File: src/rtl/div_unit_pkg.sv
// Shared FSM encoding, iteration count and control codes for the divider.
package div_unit_pkg;

  typedef enum logic [1:0] {
    S_IDLE   = 2'b00,
    S_BYZERO = 2'b01,
    S_ON     = 2'b10,
    S_END    = 2'b11
  } div_state_t;

  localparam int DIV_CYCLES = 32;

  // Function codes of the instructions the execute stage routes to this unit.
  localparam logic [5:0] OP_DIV  = 6'b011010;
  localparam logic [5:0] OP_DIVU = 6'b011011;

endpackage

File: src/rtl/div_unit.sv
// Multi-cycle radix-2 restoring divider, 32-bit signed/unsigned, 32 iterations.
// Result is {remainder, quotient}; ready marks a valid result.
module div_unit
  import div_unit_pkg::*;
(
  input  logic        clk,
  input  logic        rst,
  input  logic        start,
  input  logic        signed_div,
  input  logic        annul,
  input  logic [31:0] opdata1,
  input  logic [31:0] opdata2,
  output logic [63:0] result,
  output logic        ready
);

  div_state_t  state;
  logic [4:0]  cnt;
  logic [64:0] acc;
  logic [31:0] divisor;
  logic        neg_quot;
  logic        neg_rem;

  logic [31:0] abs_a;
  logic [31:0] abs_b;
  logic        ge;
  logic [31:0] sub;
  logic [64:0] acc_step;
  logic [31:0] quot_fix;
  logic [31:0] rem_fix;

  // acc[64:33] holds the partial remainder; acc[64:32] is that remainder
  // shifted left with the next dividend bit brought in, compared at 33 bits.
  always_comb begin
    abs_a    = (signed_div && opdata1[31]) ? (32'd0 - opdata1) : opdata1;
    abs_b    = (signed_div && opdata2[31]) ? (32'd0 - opdata2) : opdata2;
    ge       = (acc[64:32] >= {1'b0, divisor});
    sub      = acc[63:32] - divisor;
    acc_step = ge ? {sub, acc[31:0], 1'b1} : {acc[63:0], 1'b0};
    quot_fix = neg_quot ? (32'd0 - acc_step[31:0])  : acc_step[31:0];
    rem_fix  = neg_rem  ? (32'd0 - acc_step[64:33]) : acc_step[64:33];
  end

  always_ff @(posedge clk) begin
    if (!rst) begin
      state    <= S_IDLE;
      cnt      <= '0;
      acc      <= '0;
      divisor  <= '0;
      neg_quot <= 1'b0;
      neg_rem  <= 1'b0;
      ready    <= 1'b0;
      result   <= '0;
    end else begin
      case (state)
        S_IDLE: begin
          ready  <= 1'b0;
          result <= '0;
          if (start && !annul) begin
            divisor  <= abs_b;
            acc      <= {32'd0, abs_a, 1'b0};
            neg_quot <= signed_div & (opdata1[31] ^ opdata2[31]);
            neg_rem  <= signed_div & opdata1[31];
            cnt      <= '0;
            state    <= (opdata2 == 32'd0) ? S_BYZERO : S_ON;
          end
        end

        S_BYZERO: begin
          if (annul) begin
            state  <= S_IDLE;
            ready  <= 1'b0;
            result <= '0;
          end else begin
            state  <= S_END;
            ready  <= 1'b1;
            result <= '0;
          end
        end

        S_ON: begin
          if (annul) begin
            state  <= S_IDLE;
            cnt    <= '0;
            ready  <= 1'b0;
            result <= '0;
          end else if (cnt == 5'(DIV_CYCLES - 1)) begin
            // Final step: sign-correct straight from the last step's value.
            acc    <= acc_step;
            cnt    <= '0;
            state  <= S_END;
            ready  <= 1'b1;
            result <= {rem_fix, quot_fix};
          end else begin
            acc <= acc_step;
            cnt <= cnt + 5'd1;
          end
        end

        S_END: begin
          if (annul || !start) begin
            state  <= S_IDLE;
            ready  <= 1'b0;
            result <= '0;
          end
        end

        default: begin
          state  <= S_IDLE;
          ready  <= 1'b0;
          result <= '0;
        end
      endcase
    end
  end

endmodule

File: config.mk
export PLATFORM = sky130hd
export DESIGN_NAME = div_unit
export DESIGN_NICKNAME = d
export VERILOG_FILES = /design/src/rtl/div_unit_pkg.sv /design/src/rtl/div_unit.sv
export SDC_FILE = /design/constraint.sdc
export NUM_CORES = 1
export LEC_CHECK = 0
export ABC_AREA = 1
export BUFFER_PORTS_ARGS = -buffer_cell sky130_fd_sc_hd__buf_2
export CORE_UTILIZATION = 55
export DETAILED_ROUTE_END_ITERATION = 8
export PLACE_DENSITY_LB_ADDON = 0.12
export SYNTH_ARGS = -nofsm -noshare
export SYNTH_HDL_FRONTEND = slang
export SYNTH_SLANG_ARGS = --single-unit
File: constraint.sdc
create_clock -name clk -period 3.6 [get_ports clk]
set_input_delay 0.72 -clock clk [delete_from_list [all_inputs] [get_ports clk]]
set_output_delay 0.72 -clock clk [all_outputs]
set_load 0.1 [all_outputs]
==> key figures, run 1 <==
GRT
  • Initial antenna violation count: 0
  • Gr ovfl total: 0
  • Largest net degree at the start of global routing: 64
  • Total track usage: roughly 36%
  • First-pass GRT wire length: around 67 mm
  • Vias in the first global route: ~13000

Finish
  • Layout Utilization: about two thirds
  • # diodes: 0
  • Non-Filler Instances: 2589
  • Most common cell after layout, fill and taps aside: nand2_1
  • Area of the multi-input gates: 8110 um^2
  • Syn-to-layout area delta: 18.5%
  • # nets final: around 2400
  • Commonest non-fill, non-tap cells in the layout: nand2_1, inv_1, a21oi_1
  • Fillers: ~2200
  • Register area: between 3000 and 4000 um^2
  • Fraction of layout cells with a size suffix above 1: between 15 and 20%

Placed design
  • IO buf count: roughly 130
  • GPL Wtd Cong: between 0.9 and 1
  • Post-Place Cells: approximately 2600
  • Detailed Place HPWL: about 32 mm

Pwr
  • Maximum vdd drop: ~0.00049 V
  • Leakage: approximately 7.4 nW
  • PwrDens: approximately 440 nW/um^2
  • Total power: 6.69 mW

Setup path
  • Crit path from: divisor[25]$_SDFFE_PN0P_
  • Critical R2R Capture: result[58]$_SDFFE_PN0P_
  • CP startpoint kind: register
  • Most used cell, CP: nand2_1
  • CP Class: register to register
  • WP buf/inv: 4
  • Critical path's top delay family: simple AND/OR/NAND/NOR gates
  • R2r setup slk: about 0.059 ns
  • CP required: roughly 4.0 ns
  • Reg2reg start: divisor[25]$_SDFFE_PN0P_
  • Worst EP arrival: roughly 3.9 ns
  • Crit end category: register
  • Worst Reg-to-Reg Cells: 21
  • Critical-path maximum fanout: 24
  • Largest stage delay, worst path: about 0.35 ns
  • CP Cell Sequence: inv_1, ha_4, nand2_1, nor2_1, inv_1, buf_4, nor3_2, nand2_4, nand2_8, buf_6, nand2_1, nand2_2, ha_1, nand3_2, nor2_4, nand2_1, nand2_2, nand3_1, nand2_1, nand3_1, a21oi_1
  • Critical-path cell with the highest stage delay: dfxtp_1

Synth
  • Ys Warns: 0
  • Synth area leader: dfxtp_1
  • Mapped Cells: approximately 2100
  • Register area share after synthesis: between 20% and 30%
  • Post-synthesis cell area: approximately 13000 um^2
  • Main area contributors after synthesis: dfxtp_1, nand2_1, a21oi_1, inv_1, nand3_1
  • Mean post-synth cell area: around 6.0 um^2
  • Yosys top cell area share: 26.9%
  • #FFs+latches synth: 171
  • Yosys cell types: 53
  • Post-Syn Nets: 2223

Drt
  • Number of DRC markers in iteration 0: ~1200
  • Metal2 WL: around 19 mm
  • M1 wire length: 17.9 mm
  • Uppermost layer routed: met4
  • Vias: approximately 14000
  • Final wirelength: 42.1 mm
  • DRT Pass-1 Iters: 6
  • Routed wl met3: ~3.6 mm
  • Mean routed wirelength per cell: 16.3 um
  • ANT nets after route: 0
  • DRC Markers: 0
  • Via-to-Cell Ratio: 5.52

STA
  • Slew @ Worst Pin: just under 0.8 ns
  • # setup viols final: 0
  • Tcrit/Tclk final: a little over nine tenths
  • Slew headroom: 47.1%
  • Fin crit period: ~3.5 ns
  • Setup Skew: between 0.01 and 0.015 ns
  • Final Hold Vio Count: 0
  • WHS: between 0.4 and 0.5 ns
  • Slew Limit Fails: 0
  • Setup repair after global routing missed its margin: true
  • Fmax achieved: roughly 0.28 GHz

Worst hold path
  • Hold path endpoint: result[0]$_SDFFE_PN0P_
  • Hold Path Cell Cnt: 2
  • Hold path start: result[0]$_SDFFE_PN0P_
  • Worst min path class: register to register

Clock tree
  • Reg clk slew, reported paths: about 0.070 ns
  • H-tree depth: 4
  • CTS tree: built
  • CTS root buf: clkbuf_16
  • CTS sink count: between 150 and 200
  • CTS Hold Bufs: 0
  • Max Root-Sink Buffers: 2
  • CTS buffer count: 17
  • Worst-skew pair later-pin latency: approximately 0.44 ns

Floorplan
  • Cell row count: 55
  • Core area: 22600 um^2
  • Initial Utilization: between 50% and 60%
  • Die height: around 150 um
  • Die extent in x: between 150 and 200 um
  • Die footprint: 23700 um^2
  • Boundary Pins: 134

Status
  • Status: completed

Job
  • Max Cap Viol: 0
[worst max path at each step]
stage | depth (start not counted) | to
after floorplan | 28 | result[28]$_SDFFE_PN0P_
after global placement | 25 | result[28]$_SDFFE_PN0P_
after detailed placement | 27 | result[24]$_SDFFE_PN0P_
after CTS | 28 | result[30]$_SDFFE_PN0P_
after global routing | 26 | result[30]$_SDFFE_PN0P_
final | 21 | result[58]$_SDFFE_PN0P_
[layer usage]
metal	track usage [%]	up-vias
met2	58.9	551
met5	0	-
li1	-	7153
met1	45.4	6489
met3	7.30	92
met4	14.9	0
[synthesized netlist by cell type (all sizes together)]
master / number
and3: 3
nand2: 677
ha: 42
nor2: 171
buf: 19
o31ai: 5
fa: 1
a211oi: 2
a221oi: 1
a21o: 1
o21bai: 4
inv: 280
a31oi: 4
xor2: 38
nor3: 44
xnor2: 21
dfxtp: 171
clkinv: 3
o2111ai: 1
o211ai: 27
clkbuf: 58
o21ai: 114
nand3b: 10
and2: 7
nor3b: 1
o41ai: 2
or2: 10
o221ai: 9
nand4: 15
nand3: 136
nor4: 9
a21oi: 225
[state kept, by name, indices dropped and copies added, names as in the netlist]
name,cells
cnt,5
neg_rem,1
acc,65
neg_quot,1
state,2
ready,1
divisor,32
result,64
[area by class of cell]
class | instances | share of cell area (%)
inverters | 283 | 7.07
flip-flops and latches | 171 | 22.7
clock buffers | 19 | 2.94
repair buffers | 238 | 9.89
multi-input cells | 1580 | 53.8
clock inverters | 13 | 1.19
well taps | 285 | 2.37
[report_power, final]
group	leakage, nW	switching, mW	total [mW]	internal, mW
Clock	0.307	0.872	2.00	1.13
Sequential	1.39	0.132	2.14	2.01
Combinational	5.72	1.69	2.55	0.854
[worst reg2reg max path, cell delays in order (launching register included)]
cell,delay [ns]
dfxtp_1,0.35
inv_1,0.13
ha_4,0.32
nand2_1,0.08
nor2_1,0.20
inv_1,0.09
buf_4,0.14
nor3_2,0.24
nand2_4,0.10
nand2_8,0.08
buf_6,0.25
nand2_1,0.16
nand2_2,0.15
ha_1,0.20
nand3_2,0.14
nor2_4,0.19
nand2_1,0.10
nand2_2,0.13
nand3_1,0.09
nand2_1,0.07
nand3_1,0.08
a21oi_1,0.17
[repair_timing]
item | 4_1_cts | 5_1_grt
gates cloned | 0 | 0
gates resized for setup | 5 | 33
pin swaps | 0 | 1
setup endpoints to repair | 7 | 30
endpoints found under the hold margin | 0 | 0
buffers inserted | 0 | 1
[logic make-up (layout without fill, tap and decap cells)]
kind of cell | count (synthesis) | count (layout) | synth area share (%)
adders and majority gates | 43 | 43 | 4.29
xor gates and xnor gates | 59 | 59 | 4.06
DFF | 171 | 171 | 26.9
AOI/OAI and AO/OA | 395 | 395 | 16.9
and+or+nand+nor | 1083 | 1083 | 36.8
buffers and inverters | 360 | 553 | 11.1
[through the flow]
step                      instance area, um^2  TNS, ns  setup slack, ns
after floorplan                         12700        0           0.0496
after global placement                  14200        0           0.0558
after detailed placement                14200   -0.318          -0.0753
after CTS                               14900        0          0.00640
after global routing                    15100   -0.862           -0.167
final                                   15100        0           0.0593
Power figures use the tool's default switching activity.
==> run 2: changes to the inputs <==
- PLACE_DENSITY_LB_ADDON: 0.12 -> 0.1
==> run 2 against run 1 <==
Core utilization rose by 1.6 points. Combinational power increased by 4%. Clock-buffer cell count decreased by 1. Non-clock buffer count rose by 8. First-iteration DRC count is 4.0% higher. Via count is 1.2% higher. Clock skew rose by 0.0034 ns. Sequential share of layout area fell by 0.35 points. Final area up 2.4%. Global-route usage barely moved. Sequential power barely moved. Critical endpoint is now result[30]$_SDFFE_PN0P_. Largest power group unchanged. Highest routed layer unchanged.
==> key figures, run 2 (synthesis results as in run 1) <==
Setup path
  • CP endpoint: result[30]$_SDFFE_PN0P_
  • Crit end category: register
  • Critical-path maximum fanout: 3 (-88%)
  • Most used cell, CP: nand2_2
  • Reg2reg start: divisor[21]$_SDFFE_PN0P_
  • R2r setup slk: 0.04 ns (-0.02 ns)
  • Crit path from: divisor[21]$_SDFFE_PN0P_
  • Worst EP arrival: 3.93 ns (+0.03 ns)
  • CP Class: register to register
  • Critical-path cell with the highest stage delay: dfxtp_2
  • WP buf/inv: 3 (-1)
  • Critical path's top delay family: simple AND/OR/NAND/NOR gates
  • Critical R2R Capture: result[30]$_SDFFE_PN0P_
  • CP required: 3.98 ns (+0.02 ns)
  • CP startpoint kind: register
  • Worst Reg-to-Reg Cells: 26 (+24%)
  • Cell count along the critical path: 26 (+24%)
  • Largest stage delay, worst path: 0.34 ns (about the same)

Finish
  • Largest regs: acc x65, result x64, divisor x32
  • Commonest non-fill, non-tap cells in the layout: nand2_1, inv_1, a21oi_1
  • Non-Filler Instances: 2597 (+0.31%)
  • Most common cell after layout, fill and taps aside: nand2_1
  • Area of the multi-input gates: 8430 um^2 (+4.0%)
  • # diodes: 0 (unchanged)
  • Fillers: 2102 (-3.2%)
  • Syn-to-layout area delta: 21.4%
  • Max FFs per register: 65 (unchanged)
  • # nets final: 2411 (+0.33%)
  • Most flops, register: acc
  • Fraction of layout cells with a size suffix above 1: 19.6% (+3.4 points)
  • Register area: 3450 um^2 (+0.84%)

Job
  • Max Cap Viol: 0 (unchanged)

Pwr
  • Leakage: 7.44 nW (+0.33%)
  • PwrDens: 432 nW/um^2 (-2.6%)
  • Total power: 6.67 mW (-0.27%)
  • Maximum vdd drop: 0.000297 V (-39%)

Drt
  • DRT Pass-1 Iters: 5 (-1)
  • DRC Markers: 0 (unchanged)
  • Final wirelength: 42.9 mm (+1.9%)
  • Mean routed wirelength per cell: 16.5 um (+1.6%)
  • Number of DRC markers in iteration 0: 1241 (+4.0%)
  • Via-to-Cell Ratio: 5.57 (+0.93%)
  • ANT nets after route: 0 (unchanged)
  • Vias: 14500 (+1.2%)

GRT
  • Largest net degree at the start of global routing: 64 (unchanged)
  • Vias in the first global route: 13000 (-1.4%)
  • Total track usage: 35.8% (about the same)
  • Initial antenna violation count: 0 (unchanged)
  • Gr ovfl total: 0 (unchanged)
  • First-pass GRT wire length: 66.9 mm (-0.25%)

Placed design
  • GPL Wtd Cong: 1.06 (+6.9%)
  • Post-Place Cells: 2560 (+0.16%)
  • IO buf count: 133 (unchanged)
  • Detailed Place HPWL: 32.4 mm (about the same)

Status
  • Status: completed

Clock tree
  • CTS root buf: clkbuf_16
  • CTS sink count: 171 (unchanged)
  • H-tree depth: 4 (unchanged)
  • CTS Hold Bufs: 0 (unchanged)
  • Max Root-Sink Buffers: 2 (unchanged)
  • Worst-skew pair later-pin latency: 0.45 ns (about the same)
  • CTS tree: built
  • Reg clk slew, reported paths: 0.08 ns (about the same)
  • CTS buffer count: 17 (unchanged)

Worst hold path
  • Worst min path class: register to register

STA
  • WHS: 0.461 ns (-0.000348 ns)
  • Fin crit period: 3.56 ns (+0.0161 ns)
  • Final Hold Vio Count: 0 (unchanged)
  • Setup Skew: 0.0136 ns (+0.00343 ns)
  • Setup TNS: 0 ns (unchanged)
  • # setup viols final: 0 (unchanged)
  • Slew @ Worst Pin: 0.817 ns (+0.0238 ns)
  • Slew Limit Fails: 0 (unchanged)
  • Setup repair after global routing missed its margin: true
  • Fmax achieved: 0.281 GHz (-0.45%)
  • Slew headroom: 45.5% (-1.6 points)
  • Tcrit/Tclk final: 98.8% (+0.45 points)

Floorplan
  • Initial Utilization: 56.2% (unchanged)
  • Cell row count: 55 (unchanged)
  • Core area: 22600 um^2 (unchanged)
  • Die extent in x: 154 um (unchanged)
  • Die footprint: 23700 um^2 (unchanged)
  • Die height: 154 um (unchanged)
  • Boundary Pins: 134 (unchanged)
[run 2: timing repair]
item,CTS,global route
gates resized for setup,1,115
buffers inserted,0,5
hold endpoints to repair,0,0
pin swaps,0,20
setup endpoints to repair,3,32
gates cloned,0,0
[run 2: final cells by class]
cell class	instances	area share, %
clock inverters	14	0.965
flip-flops and latches	171	22.4
inverters	283	6.92
well taps	285	2.31
multi-input cells	1580	54.6
repair buffers	246	9.94
clock buffers	18	2.85
[run 2: worst min path at each step]
stage          slack [ns]                     from  depth (start not counted)                      end
2_1_floorplan        0.45     acc[31]$_SDFFE_PN0P_                          2     acc[31]$_SDFFE_PN0P_
3_3_place_gp         0.45  result[63]$_SDFFE_PN0P_                          2  result[63]$_SDFFE_PN0P_
3_5_place_dp         0.45   result[3]$_SDFFE_PN0P_                          2   result[3]$_SDFFE_PN0P_
4_1_cts              0.46   result[3]$_SDFFE_PN0P_                          2   result[3]$_SDFFE_PN0P_
5_1_grt              0.48   result[3]$_SDFFE_PN0P_                          2   result[3]$_SDFFE_PN0P_
6_report             0.46   result[3]$_SDFFE_PN0P_                          2   result[3]$_SDFFE_PN0P_
[run 2: worst reg2reg max path: cells and delay by family, from the launching register on]
| kind | cells | cell delay [ns] |
|---|---|---|
| AOI/OAI and AO/OA | 4 | 0.43 |
| DFF | 1 | 0.34 |
| and+or+nand+nor | 17 | 2.14 |
| buffers and inverters | 3 | 0.14 |
| adders and majority gates | 2 | 0.44 |
[run 2: metal layers]
layer  routed length, um  global-route usage, %
met1               18700                   47.6
met5                   0                      0
met3                2950                   4.57
met4                1670                   13.8
met2               19500                   58.8
[run 2: metrics by stage]
| stage | utilization [%] | instance area (um^2) | worst slack, ns |
|---|---|---|---|
| final | 68.2 | 15400 | 0.0432 |
| after global routing | 68.2 | 15400 | -0.142 |
| after CTS | 65.5 | 14800 | 0.0189 |
| after detailed placement | 62.9 | 14200 | -0.0197 |
| after global placement | 62.9 | 14200 | 0.0447 |
| after floorplan | - | 12700 | 0.0496 |
[run 2: power by group]
part           internal (mW)  leakage, nW  switching [mW]
Clock                  0.945        0.286           0.952
Combinational          0.922         5.76            1.71
Sequential              2.01         1.40           0.132
==> run 3: changes to the inputs <==
- ABC_AREA: 1 -> 0
- CORE_UTILIZATION: 55 -> 54
==> run 3 against run 2 <==
Die area shrank 3.7%. Final area grew 3.2%. Critical path depth shrank 9. The run now ends with negative setup slack left. Global-route usage shrank 0.24 points. Combinational power grew 16%. Core utilization grew 4.8 points. Synthesized cell count shrank 25%.
==> key figures, run 3 <==
Finish
  • Non-Filler Instances: 2187 (-16%)
  • Layout Utilization: 73.0% (+4.8 points)
  • Most common cell after layout, fill and taps aside: nand2_1
  • # diodes: 0 (unchanged)
  • Max FFs per register: 65 (unchanged)
  • Commonest non-fill, non-tap cells in the layout: nand2_1, buf_4, dfxtp_1
  • Largest regs: acc x65, result x64, divisor x32
  • Fraction of layout cells with a size suffix above 1: 29.9% (+10 points)
  • # nets final: 2006 (-17%)
  • Most flops, register: acc
  • Syn-to-layout area delta: 32.6%

Worst hold path
  • Hold path start: result[56]$_SDFFE_PN0P_
  • Worst min path class: register to register

Floorplan
  • Boundary Pins: 134 (unchanged)
  • Initial Utilization: 55.0% (-1.1 points)
  • Die extent in x: 151 um (-1.9%)
  • Die footprint: 22800 um^2 (-3.7%)
  • Cell row count: 54 (-1.8%)
  • Core area: 21800 um^2 (-3.6%)
  • Die height: 151 um (-1.9%)

Drt
  • Vias: 12800 (-11%)
  • Final wirelength: 40.7 mm (-5.1%)
  • Via-to-Cell Ratio: 5.86 (+5.2%)
  • DRC Markers: 0 (unchanged)
  • ANT nets after route: 0 (unchanged)
  • Number of DRC markers in iteration 0: 991 (-20%)
  • DRT Pass-1 Iters: 6 (+1)
  • Mean routed wirelength per cell: 18.6 um (+13%)

Setup path
  • Critical-path maximum fanout: 5 (+2)
  • CP startpoint kind: register
  • Most used cell, CP: nand4_1
  • CP Cell Sequence: inv_1, ha_4, nand4_1, nor3_4, a31oi_2, o221ai_2, or2_4, mux2i_2, ha_2, nand3_2, or4_4, a2111oi_4, nand4_1, buf_4, o21ai_2, xor2_1, o21ai_1
  • Crit path from: divisor[6]$_SDFFE_PN0P_
  • Worst EP arrival: 4.36 ns (+0.43 ns)
  • CP required: 3.92 ns (-0.06 ns)
  • Reg2reg start: divisor[6]$_SDFFE_PN0P_
  • Largest stage delay, worst path: 0.44 ns (+0.10 ns)
  • CP Class: register to register
  • Crit end category: register
  • Critical-path cell with the highest stage delay: or4_4

Clock tree
  • CTS Hold Bufs: 0 (unchanged)
  • CTS root buf: clkbuf_16
  • Worst-skew pair later-pin latency: 0.45 ns (about the same)
  • Max Root-Sink Buffers: 2 (unchanged)
  • H-tree depth: 4 (unchanged)
  • CTS tree: built
  • CTS sink count: 171 (unchanged)
  • Reg clk slew, reported paths: 0.08 ns (about the same)
  • CTS buffer count: 17 (unchanged)

Synth
  • Mapped Cells: 1587 (-25%)
  • Main area contributors after synthesis: dfxtp_1, nand2_1, xnor2_1, o21ai_0, ha_1
  • Ys Warns: 0 (unchanged)
  • Mean post-synth cell area: 7.57 um^2 (+26%)
  • Main synth FF type: dfxtp_1
  • Count leader, synth: nand2_1
  • Register area share after synthesis: 28.5% (+1.6 points)
  • Yosys top cell area share: 28.5% (+1.6 points)
  • #FFs+latches synth: 171 (unchanged)
  • Ys async rst share: 0% (unchanged)
  • Synth cell count leaders: nand2_1, dfxtp_1, o21ai_0
  • EDFF count, synth: 0 (unchanged)
  • Post-synthesis cell area: 12000 um^2 (-5.5%)
  • Post-Syn Nets: 1699 (-24%)
  • Yosys cell types: 83 (+57%)
  • Synth area leader: dfxtp_1

Job
  • Max Cap Viol: 0 (unchanged)

STA
  • # setup viols final: 12 (+12)
  • Setup Skew: 0.0156 ns (+0.00204 ns)
  • WHS: 0.461 ns (-0.000138 ns)
  • Slew @ Worst Pin: 1.26 ns (+0.439 ns)
  • Fin crit period: 4.04 ns (+0.479 ns)
  • Fin worst setup slack: -0.435 ns (-0.479 ns)
  • Setup TNS: -2.69 ns (-2.69 ns)
  • Fmax achieved: 0.248 GHz (-12%)
  • Slew headroom: 16.2% (-29 points)
  • Slew Limit Fails: 0 (unchanged)
  • Tcrit/Tclk final: 112% (+13 points)
  • Final Hold Vio Count: 0 (unchanged)
  • Setup repair after global routing missed its margin: true

GRT
  • Initial antenna violation count: 0 (unchanged)
  • Largest net degree at the start of global routing: 67 (+4.7%)
  • First-pass GRT wire length: 62.6 mm (-6.4%)
  • Vias in the first global route: 11900 (-8.6%)
  • Gr ovfl total: 0 (unchanged)
  • Total track usage: 35.5% (-0.24 points)

Placed design
  • Post-Place Cells: 2136 (-17%)
  • GPL Wtd Cong: 0.973 (-8.5%)
  • IO buf count: 133 (unchanged)
  • Worst slack, placed: -0.431 ns (-0.411 ns)
  • Detailed Place HPWL: 30.8 mm (-4.9%)

Status
  • Failing checks: negative setup slack
  • Status: complete, but fails checks

Pwr
  • Internal power: 4.31 mW (+11%)
  • Part of the power in the clock network: 27.0% (-1.4 points)
  • Comb power frac: 43.2% (+3.7 points)
  • Net Sw Frac: 39.2% (-2.7 points)
  • PwrDens: 446 nW/um^2 (+3.1%)
  • Sequential Power Share: 29.7% (-2.4 points)
  • Leakage: 6.98 nW (-6.2%)
  • Maximum vdd drop: 0.000325 V (+9.3%)
  • NetSw: 2.78 mW (-0.58%)
run 3: cell type report:
| cell class | count | area (um^2) |
|---|---|---|
| inverters | 71 | 269 |
| flip-flops and latches | 171 | 3450 |
| well taps | 280 | 350 |
| repair buffers | 383 | 2580 |
| multi-input cells | 1250 | 8670 |
| clock inverters | 15 | 176 |
| clock buffers | 17 | 425 |
| fillers | 1796 | 5900 |
run 3: per-stage QoR:
stage                     total power [mW]  cell area, um^2
final                                 7.10            15900
after global routing                  7.42            15900
after detailed placement              4.84            14600
after floorplan                       3.81            12300
after CTS                             6.92            15700
after global placement                4.80            14600
run 3: what timing repair did:
action / CTS / global route
resized for setup: 80 / 51
hold endpoints to repair: 0 / 0
setup buffers: 14 / 6
pin swaps: 26 / 32
endpoints found under the setup margin: 23 / 38
run 3: critical path, delay by kind of cell (launching register included):
family,cells,cell delay (ns)
fa+ha+maj,2,0.54
mux,1,0.24
flops,1,0.31
simple gates,6,1.40
xor+xnor,1,0.16
buf+inv,2,0.30
compound gates,5,0.95
run 3: power groups by stage:
stage / Combinational, mW / Sequential, mW / Clock, mW
3_5_place_dp: 2.70 / 2.14 / 0
2_1_floorplan: 1.63 / 2.18 / 0
6_report: 3.07 / 2.11 / 1.92
4_1_cts: 2.89 / 2.10 / 1.93
3_3_place_gp: 2.67 / 2.13 / 0
5_1_grt: 3.30 / 2.12 / 2.00
run 3: per-layer routing:
metal,global-route usage [%],up-vias,wire [um]
li1,-,6213,-
met3,5.66,92,2810
met2,59.7,513,19100
met1,44.8,5989,17100
met4,15.5,0,1750
met5,0,-,0
run 3: path summary, 6_finish.rpt:
path                            cells past startpoint  slack [ns]                 endpoint
worst max-delay path                               17       -0.44  result[58]$_SDFFE_PN0P_
worst min-delay path                                2        0.46  result[56]$_SDFFE_PN0P_
worst max register to register                     17       -0.44  result[58]$_SDFFE_PN0P_
worst min register to register                      2        0.46  result[56]$_SDFFE_PN0P_
run 3: kinds of logic (layout without fill, tap and decap cells):
| kind of cell | Yosys count | after routing | share of synthesized area (%) |
|---|---|---|---|
| AND/OR/NAND/NOR | 596 | 596 | 24.1 |
| AO/OA/AOI/OAI | 452 | 452 | 25.5 |
| flip-flops | 171 | 171 | 28.5 |
| buffers and inverters | 166 | 486 | 5.43 |
| XOR/XNOR | 130 | 130 | 9.48 |
| adder cells (fa/ha/maj) | 43 | 43 | 4.54 |
| multiplexers | 29 | 29 | 2.45 |
